## config.mk

```make
export PLATFORM = sky130hd
export DESIGN_NAME = demo_streaming_mem_arbiter_flat
export DESIGN_NICKNAME = d
export VERILOG_FILES = /design/src/rtl/demo_streaming_mem_arbiter_if.sv /design/src/rtl/demo_streaming_mem_arbiter.sv /design/src/flat_wrapper.sv
export SDC_FILE = /design/constraint.sdc
export NUM_CORES = 1
export LEC_CHECK = 0
export ABC_AREA = 1
export BUFFER_PORTS_ARGS = -buffer_cell sky130_fd_sc_hd__buf_2
export CAP_MARGIN = 10
export CORE_AREA = 2 2 100 102
export CTS_CLUSTER_SIZE = 16
export DETAILED_ROUTE_END_ITERATION = 8
export DIE_AREA = 0 0 102 104
export PLACE_DENSITY_LB_ADDON = 0.08
export SETUP_SLACK_MARGIN = 0.2
export SYNTH_ARGS = -nofsm -noshare
export SYNTH_HDL_FRONTEND = slang
export SYNTH_SLANG_ARGS = --single-unit
```

## constraint.sdc

```tcl
create_clock -name clk -period 3.65 [get_ports clk]
set_input_delay 0.5475 -clock clk [delete_from_list [all_inputs] [get_ports clk]]
set_output_delay 0.5475 -clock clk [all_outputs]
set_load 0.005 [all_outputs]
```

## src/rtl/demo_streaming_mem_arbiter_if.sv

```systemverilog
// Avalon-style memory master port bundle shared by the DMA and CPU masters.
// Latency: none (wires only).
// Backpressure: waitrequest from the arbiter holds the master's request in place.
//
// Signals:
//   address/byteenable/read/write/writedata : master -> arbiter request fields
//   waitrequest                             : arbiter -> master, high = not accepted
//   readdata/readdatavalid                  : arbiter -> master read return
interface demo_streaming_mem_arbiter_if #(
  parameter int ADDR_W = 13,
  parameter int DATA_W = 32
);
  logic [ADDR_W-1:0]   address;
  logic [DATA_W/8-1:0] byteenable;
  logic                read;
  logic                write;
  logic [DATA_W-1:0]   writedata;
  logic                waitrequest;
  logic [DATA_W-1:0]   readdata;
  logic                readdatavalid;

  // Master side drives requests and observes the handshake/return.
  modport master (
    output address, byteenable, read, write, writedata,
    input  waitrequest, readdata, readdatavalid
  );

  // Arbiter side observes requests and drives the handshake/return.
  modport slave (
    input  address, byteenable, read, write, writedata,
    output waitrequest, readdata, readdatavalid
  );
endinterface

```

## src/rtl/demo_streaming_mem_arbiter.sv

```systemverilog
// Two-master round-robin arbiter (m0 = streaming DMA, m1 = CPU) for a single-port on-chip RAM.
// Latency: request accepted in the cycle it is granted; read data returns exactly 1 cycle after accept.
// Backpressure: losing master sees waitrequest=1 and must hold its request; tenure capped at BURST_MAX accepts under contention.
//
// Ports:
//   clk, reset_n      : clock, asynchronous active-low reset
//   m0, m1            : master ports (demo_streaming_mem_arbiter_if.slave)
//   mem_*             : RAM port (registered address inside RAM, unregistered q)
//   mem_readdata      : RAM read data, valid the cycle after a read is issued
// Optional build macro DEMO_MEM_ARB_PERF_EN adds:
//   perf_clr          : synchronous clear of the performance counters
//   perf_grant0/1     : accepted transfers per master (wrap at 2^32)
//   perf_contend      : cycles in which at least one request was held off
module demo_streaming_mem_arbiter #(
  parameter int ADDR_W    = 13,
  parameter int DATA_W    = 32,
  parameter int DEPTH     = 5120,
  parameter int BURST_MAX = 8
) (
  input  logic                clk,
  input  logic                reset_n,
  demo_streaming_mem_arbiter_if.slave m0,
  demo_streaming_mem_arbiter_if.slave m1,
  output logic [ADDR_W-1:0]   mem_address,
  output logic [DATA_W/8-1:0] mem_byteenable,
  output logic                mem_chipselect,
  output logic                mem_write,
  output logic [DATA_W-1:0]   mem_writedata,
  output logic                mem_clken,
  input  logic [DATA_W-1:0]   mem_readdata
`ifdef DEMO_MEM_ARB_PERF_EN
  ,
  input  logic                perf_clr,
  output logic [31:0]         perf_grant0,
  output logic [31:0]         perf_grant1,
  output logic [31:0]         perf_contend
`endif
);

  localparam int BE_W  = DATA_W / 8;
  localparam int CNT_W = $clog2(BURST_MAX + 1);
  // One extra bit so DEPTH itself is representable when DEPTH == 2**ADDR_W.
  localparam logic [ADDR_W:0]  LP_DEPTH     = (ADDR_W + 1)'(DEPTH);
  localparam logic [CNT_W-1:0] LP_BURST_MAX = CNT_W'(BURST_MAX);
  localparam logic [CNT_W-1:0] LP_CNT_ONE   = CNT_W'(1);

  typedef enum logic [1:0] {
    ST_NONE = 2'd0,
    ST_OWN0 = 2'd1,
    ST_OWN1 = 2'd2
  } owner_t;

  // Arbitration state
  owner_t             r_owner;
  logic               r_last_owner;   // 1 = m1 held the bus most recently
  logic [CNT_W-1:0]   r_burst_cnt;

  // Read return tracking
  logic               r_rd_pend;
  logic               r_rd_tag;       // which master the pending return belongs to
  logic               r_rd_oor;       // pending read was out of range: return zero

  // Combinational arbitration / datapath
  logic               w_req0;
  logic               w_req1;
  logic               w_burst_full;
  logic               w_gnt0;
  logic               w_gnt1;
  logic               w_acc;
  owner_t             w_next_owner;
  logic [ADDR_W-1:0]  w_addr;
  logic [BE_W-1:0]    w_be;
  logic [DATA_W-1:0]  w_wdata;
  logic               w_is_write;
  logic               w_in_range;
  logic               w_rd_acc;
  logic               w_rdv0;
  logic               w_rdv1;

  assign w_req0       = m0.read | m0.write;
  assign w_req1       = m1.read | m1.write;
  assign w_burst_full = (r_burst_cnt == LP_BURST_MAX);

  // Grant decision. The current owner keeps the bus unless it has used up its
  // tenure while the other master is waiting; an idle bus alternates based on
  // who owned it last so that neither master can starve the other.
  always_comb begin
    w_gnt0 = 1'b0;
    w_gnt1 = 1'b0;
    case (r_owner)
      ST_OWN0: begin
        if (w_req0 && !(w_burst_full && w_req1)) w_gnt0 = 1'b1;
        else if (w_req1)                         w_gnt1 = 1'b1;
      end
      ST_OWN1: begin
        if (w_req1 && !(w_burst_full && w_req0)) w_gnt1 = 1'b1;
        else if (w_req0)                         w_gnt0 = 1'b1;
      end
      default: begin
        if (w_req0 && w_req1) begin
          w_gnt0 = r_last_owner;
          w_gnt1 = !r_last_owner;
        end else begin
          w_gnt0 = w_req0;
          w_gnt1 = w_req1;
        end
      end
    endcase
    // Nothing may be accepted while reset is held, even though the owner
    // state already reads NONE.
    if (!reset_n) begin
      w_gnt0 = 1'b0;
      w_gnt1 = 1'b0;
    end
  end

  always_comb begin
    w_next_owner = ST_NONE;
    if (w_gnt0)      w_next_owner = ST_OWN0;
    else if (w_gnt1) w_next_owner = ST_OWN1;
  end

  // Grants are only ever issued to a requesting master, so grant == accept.
  assign w_acc = (w_gnt0 && w_req0) || (w_gnt1 && w_req1);

  // Datapath mux: m1 fields only when m1 is granted, m0 otherwise.
  assign w_addr     = w_gnt1 ? m1.address    : m0.address;
  assign w_be       = w_gnt1 ? m1.byteenable : m0.byteenable;
  assign w_wdata    = w_gnt1 ? m1.writedata  : m0.writedata;
  // read+write together is a write.
  assign w_is_write = w_gnt1 ? m1.write      : m0.write;
  assign w_in_range = ({1'b0, w_addr} < LP_DEPTH);
  assign w_rd_acc   = w_acc && !w_is_write;

  assign mem_address    = w_addr;
  assign mem_byteenable = w_be;
  assign mem_writedata  = w_wdata;
  assign mem_chipselect = w_acc && w_in_range;
  // Out-of-range writes never reach the RAM and are otherwise acknowledged normally.
  assign mem_write      = w_acc && w_in_range && w_is_write;
  assign mem_clken      = 1'b1;

  assign m0.waitrequest = !w_gnt0;
  assign m1.waitrequest = !w_gnt1;

  // Owner FSM, tenure counter and read-return pipeline stage.
  always_ff @(posedge clk or negedge reset_n) begin
    if (!reset_n) begin
      r_owner      <= ST_NONE;
      r_last_owner <= 1'b1;
      r_burst_cnt  <= '0;
      r_rd_pend    <= 1'b0;
      r_rd_tag     <= 1'b0;
      r_rd_oor     <= 1'b0;
    end else begin
      r_owner <= w_next_owner;
      if (w_next_owner != r_owner) begin
        // The transfer that wins the new tenure is its first accept.
        r_burst_cnt <= LP_CNT_ONE;
        if (w_next_owner == ST_OWN0)      r_last_owner <= 1'b0;
        else if (w_next_owner == ST_OWN1) r_last_owner <= 1'b1;
      end else if (w_acc && !w_burst_full) begin
        r_burst_cnt <= r_burst_cnt + LP_CNT_ONE;
      end
      r_rd_pend <= w_rd_acc;
      r_rd_tag  <= w_gnt1;
      r_rd_oor  <= !w_in_range;
    end
  end

  assign w_rdv0 = r_rd_pend && !r_rd_tag;
  assign w_rdv1 = r_rd_pend &&  r_rd_tag;

  assign m0.readdatavalid = w_rdv0;
  assign m1.readdatavalid = w_rdv1;
  // Out-of-range reads return zero; otherwise the RAM q passes straight through.
  assign m0.readdata = (w_rdv0 && r_rd_oor) ? '0 : mem_readdata;
  assign m1.readdata = (w_rdv1 && r_rd_oor) ? '0 : mem_readdata;

`ifdef DEMO_MEM_ARB_PERF_EN
  logic r_unused_perf;
  logic w_contend;

  assign w_contend = (w_req0 && !w_gnt0) || (w_req1 && !w_gnt1);

  always_ff @(posedge clk or negedge reset_n) begin
    if (!reset_n) begin
      perf_grant0  <= '0;
      perf_grant1  <= '0;
      perf_contend <= '0;
    end else if (perf_clr) begin
      perf_grant0  <= '0;
      perf_grant1  <= '0;
      perf_contend <= '0;
    end else begin
      if (w_gnt0 && w_req0) perf_grant0  <= perf_grant0 + 32'd1;
      if (w_gnt1 && w_req1) perf_grant1  <= perf_grant1 + 32'd1;
      if (w_contend)        perf_contend <= perf_contend + 32'd1;
    end
  end
`endif

endmodule

```

## src/flat_wrapper.sv

```systemverilog
// flat-port wrapper written by rule: the top's interface ports become plain ports
module demo_streaming_mem_arbiter_flat 
#(
  parameter int ADDR_W    = 13,
  parameter int DATA_W    = 32,
  parameter int DEPTH     = 5120,
  parameter int BURST_MAX = 8
)
  (clk, reset_n, mem_address, mem_byteenable, mem_chipselect, mem_write, mem_writedata, mem_clken, mem_readdata, m0_address, m0_byteenable, m0_read, m0_write, m0_writedata, m0_waitrequest, m0_readdata, m0_readdatavalid, m1_address, m1_byteenable, m1_read, m1_write, m1_writedata, m1_waitrequest, m1_readdata, m1_readdatavalid);
  demo_streaming_mem_arbiter_if #(.ADDR_W(ADDR_W), .DATA_W(DATA_W)) m0_i ();
  demo_streaming_mem_arbiter_if #(.ADDR_W(ADDR_W), .DATA_W(DATA_W)) m1_i ();
  input  logic clk;
  input  logic reset_n;
  output logic [ADDR_W-1:0] mem_address;
  output logic [DATA_W/8-1:0] mem_byteenable;
  output logic mem_chipselect;
  output logic mem_write;
  output logic [DATA_W-1:0] mem_writedata;
  output logic mem_clken;
  input  logic [DATA_W-1:0] mem_readdata;
  input wire logic [$bits(m0_i.address)-1:0] m0_address;
  input wire logic [$bits(m0_i.byteenable)-1:0] m0_byteenable;
  input wire logic [$bits(m0_i.read)-1:0] m0_read;
  input wire logic [$bits(m0_i.write)-1:0] m0_write;
  input wire logic [$bits(m0_i.writedata)-1:0] m0_writedata;
  output wire logic [$bits(m0_i.waitrequest)-1:0] m0_waitrequest;
  output wire logic [$bits(m0_i.readdata)-1:0] m0_readdata;
  output wire logic [$bits(m0_i.readdatavalid)-1:0] m0_readdatavalid;
  input wire logic [$bits(m1_i.address)-1:0] m1_address;
  input wire logic [$bits(m1_i.byteenable)-1:0] m1_byteenable;
  input wire logic [$bits(m1_i.read)-1:0] m1_read;
  input wire logic [$bits(m1_i.write)-1:0] m1_write;
  input wire logic [$bits(m1_i.writedata)-1:0] m1_writedata;
  output wire logic [$bits(m1_i.waitrequest)-1:0] m1_waitrequest;
  output wire logic [$bits(m1_i.readdata)-1:0] m1_readdata;
  output wire logic [$bits(m1_i.readdatavalid)-1:0] m1_readdatavalid;
  assign m0_i.address = m0_address;
  assign m0_i.byteenable = m0_byteenable;
  assign m0_i.read = m0_read;
  assign m0_i.write = m0_write;
  assign m0_i.writedata = m0_writedata;
  assign m0_waitrequest = m0_i.waitrequest;
  assign m0_readdata = m0_i.readdata;
  assign m0_readdatavalid = m0_i.readdatavalid;
  assign m1_i.address = m1_address;
  assign m1_i.byteenable = m1_byteenable;
  assign m1_i.read = m1_read;
  assign m1_i.write = m1_write;
  assign m1_i.writedata = m1_writedata;
  assign m1_waitrequest = m1_i.waitrequest;
  assign m1_readdata = m1_i.readdata;
  assign m1_readdatavalid = m1_i.readdatavalid;
  demo_streaming_mem_arbiter #(.ADDR_W(ADDR_W), .DATA_W(DATA_W), .DEPTH(DEPTH), .BURST_MAX(BURST_MAX)) u_core (.clk(clk), .reset_n(reset_n), .m0(m0_i), .m1(m1_i), .mem_address(mem_address), .mem_byteenable(mem_byteenable), .mem_chipselect(mem_chipselect), .mem_write(mem_write), .mem_writedata(mem_writedata), .mem_clken(mem_clken), .mem_readdata(mem_readdata));
endmodule
```

==> impl_results.md <==
* Largest net degree at the start of global routing at 55
* Seq/Total Area, Yosys at 13.0%
* Pre-antenna DRT Iters at 4
* Setup Skew at 6.53 ps
* Max incr delay on CP at 400 ps
* Setup TNS Final at 0 ps
* # hold bufs at CTS at 0
* Delay-heaviest family, CP: simple AND/OR/NAND/NOR gates
* Final Max Slew Viols at 0
* Critical path cell sequence: inv_1 > ha_1 > nand2_1 > nor2_2 > nand2_1 > nand3_2 > nand2_4 > nand2_8 > nand2_1 > o21ai_1 > nand2_1 > nand2_1 > nand2_2 > nor2_2 > buf_2
* Overall power at 1880 µW
* Compound-Gate Fraction of Synth Area at 3.83%
* Post-CTS sizing at 0
* Iteration-0 DRC Markers at 119
* Crit. End Element: primary output
* Final Critical Period at 2890 ps
* Pleak at 0.00251 µW
* Worst-Skew Late Latency at 240 ps
* Vias per inst at 3.86
* Avg Cell Area, Syn at 4.84 µm²
* DRC at 0
* Initial antenna violation count at 0
* Tcrit/Tclk final at 79.2%
* Layout area overhead at 73.2%
* Synth top area cells: nand2_1 46%, inv_1 16%, dfrtp_1 12%, buf_4 2.7%, ha_1 2.6%
* Final hold violations at 0
* Post-CTS Setup Repair Bufs at 0
* Crit path DAT at 2340 ps
* Nets at 781
* Vias at 2986
* CTS Sinks at 10
* CTS tree: done
* Synth Area in Adders at 2.60%
* RSZ-0062 raised after global routing: no
* Synth async-reset ratio at 100%
* Die Width at 102 µm
* Vias in the first global route at 2657
* # fillers at 1121
* Tightest Pin Transition at 1010 ps
* Seq. cell area at 251 µm²
* Top FF cell, synth: dfrtp_1
* Slowest CP cell: dfrtp_1
* Setup violators final at 0
* Core area at 9550 µm²
* Netlist cell types at 26
* GR Overflow Total at 0
* CTS max path bufs at 2
* Cell Rows at 36
* Synth Register Bits at 10
* Finished Layout Cells at 773
* Total CTS buffers at 3
* Largest family of logic cells by synthesized area: simple AND/OR/NAND/NOR gates
* CP required at 3100 ps
* Post-synth EDFFs at 0
* Initial Util at 20.2%
* Top cell type's share of synthesized area at 46.1%
* Gpl congestion at 0.853
* HPWL Detailed at 7270 µm
* Cells after DPL at 769
* P per Cell Area at 562 nW/µm²
* Ant. Diodes at 0
* Max Freq at 346 MHz
* Mux share of post-synthesis cell area at 0%
* Peak supply drop at 0.237 mV
* Final setup margin at 760 ps
* Gr usage total at 14.7%
* Per-cell routed wire length at 11.0 µm
* Mapped Area at 1930 µm²
* Critical Path Most Common Cell: nand2_1
* Critical path buffer and inverter count at 2
* Synth area leader: nand2_1
* Synth Net Count at 538
* Area of the multi-input gates at 1240 µm²
* Post-Synth XOR/XNOR Area at 0%
* Global-route wire length before repair at 12700 µm
* Clk slew on worst S/H paths at 50 ps
* Final wirelength at 8480 µm
* Outcome: completed
* Max-cap violations at 0
* Share of layout cells above drive strength 1 at 44.5%
* Worst hold-check path type: primary input to asynchronous set/reset pin
* H-tree Lvls at 1
* IO buf count at 254
* Worst-path maximum fanout at 54
* Simple-gate share of the synthesized area at 57.8%
* Synth Instances at 398
* Die Ht at 104 µm
* Synthesis warning total at 0
* Clk root buf: clkbuf_8
* Ports at 256
* Final ANT Viol Nets at 0
* Die area at 10600 µm²
* Place WS at 899 ps
* Reg2reg setup slack at 1450 ps
* Critical Path Source Type: register
* Rel. slew slack at 32.2%
* Setup CP Type: register to primary output
sequential cells by signal (all words and copies together) (netlist names):
name	cells
u_core.r_burst_cnt	4
u_core.r_owner	2
u_core.r_last_owner	1
u_core.r_rd_oor	1
u_core.r_rd_pend	1
u_core.r_rd_tag	1
final cells by class:
cell class / instances / area share, %
timing repair buffer: 255 / 38.7
multi-input combinational: 282 / 37.2
inverter: 89 / 10.0
sequential: 10 / 7.53
tap: 133 / 4.98
clock buffer: 4 / 1.65
cell usage after synthesis, types with 2 or more instances:
cell type,instances
buf_4,7
a21oi_4,2
inv_1,84
nand2_2,3
nand2_4,4
clkbuf_1,6
o21ai_1,3
ha_1,4
nor2_2,5
buf_2,3
nor2_1,8
dfrtp_1,9
inv_2,5
nand3_2,3
nand2_1,237
nand3_1,5
kinds of logic (layout without fill, tap and decap cells):
family,after synthesis,count (layout)
buf+inv,106,348
fa+ha+maj,4,4
flops,10,10
simple gates,268,268
other cells,1,1
compound gates,9,9
layer usage:
metal	part of all wire (%)	GRT usage [%]	vias to the layer above
li1	-	-	1598
met1	37	14.9	1245
met2	53	29.7	129
met3	7.8	2.55	14
met4	2.0	3.90	0
met5	0	0	-
power breakdown:
part           leakage [µW]  internal, µW  switching (µW)
clock             0.0000288          95.1            47.7
combinational       0.00236           617             925
sequential         0.000126           159            31.5
total               0.00251           871            1000
metrics by stage:
| step | instance area (µm²) | utilization, % | hold WS (ps) |
|---|---|---|---|
| global route | 3340 | 35.0 | 200 |
| CTS | 3340 | 35.0 | 185 |
| detailed placement | 3280 | 34.4 | 443 |
| finish | 3340 | 35.0 | 179 |
| floorplan | 1930 | - | 252 |
| global placement | 3280 | 34.4 | 444 |
worst paths after layout:
path | endpoint | cells past startpoint | start
max in group asynchronous | u_core.r_last_owner | 1 | reset_n
max reg2reg | u_core.r_burst_cnt[0] | 12 | u_core.r_burst_cnt[0]
max | mem_write | 15 | u_core.r_burst_cnt[0]
min | u_core.r_burst_cnt[2] | 1 | reset_n
min reg2reg | u_core.r_last_owner | 2 | u_core.r_last_owner
min in group clk | u_core.r_last_owner | 2 | u_core.r_last_owner
layout by cell type (no fill, tap or decap):
cell,count
a21oi_1,1
a21oi_4,2
buf_12,1
buf_2,254
clkbuf_8,4
conb_1,1
dfrtp_1,9
dfstp_2,1
ha_1,4
inv_1,84
inv_2,5
nand2_1,237
nand2_2,3
nand2_4,4
nand2_8,1
nand3_1,5
nand3_2,3
nand3_4,1
nor2_1,8
nor2_2,5
o21ai_0,1
o21ai_1,3
o21ai_2,1
o21bai_1,1
or2_1,1
(Power assumes the default switching activity.)
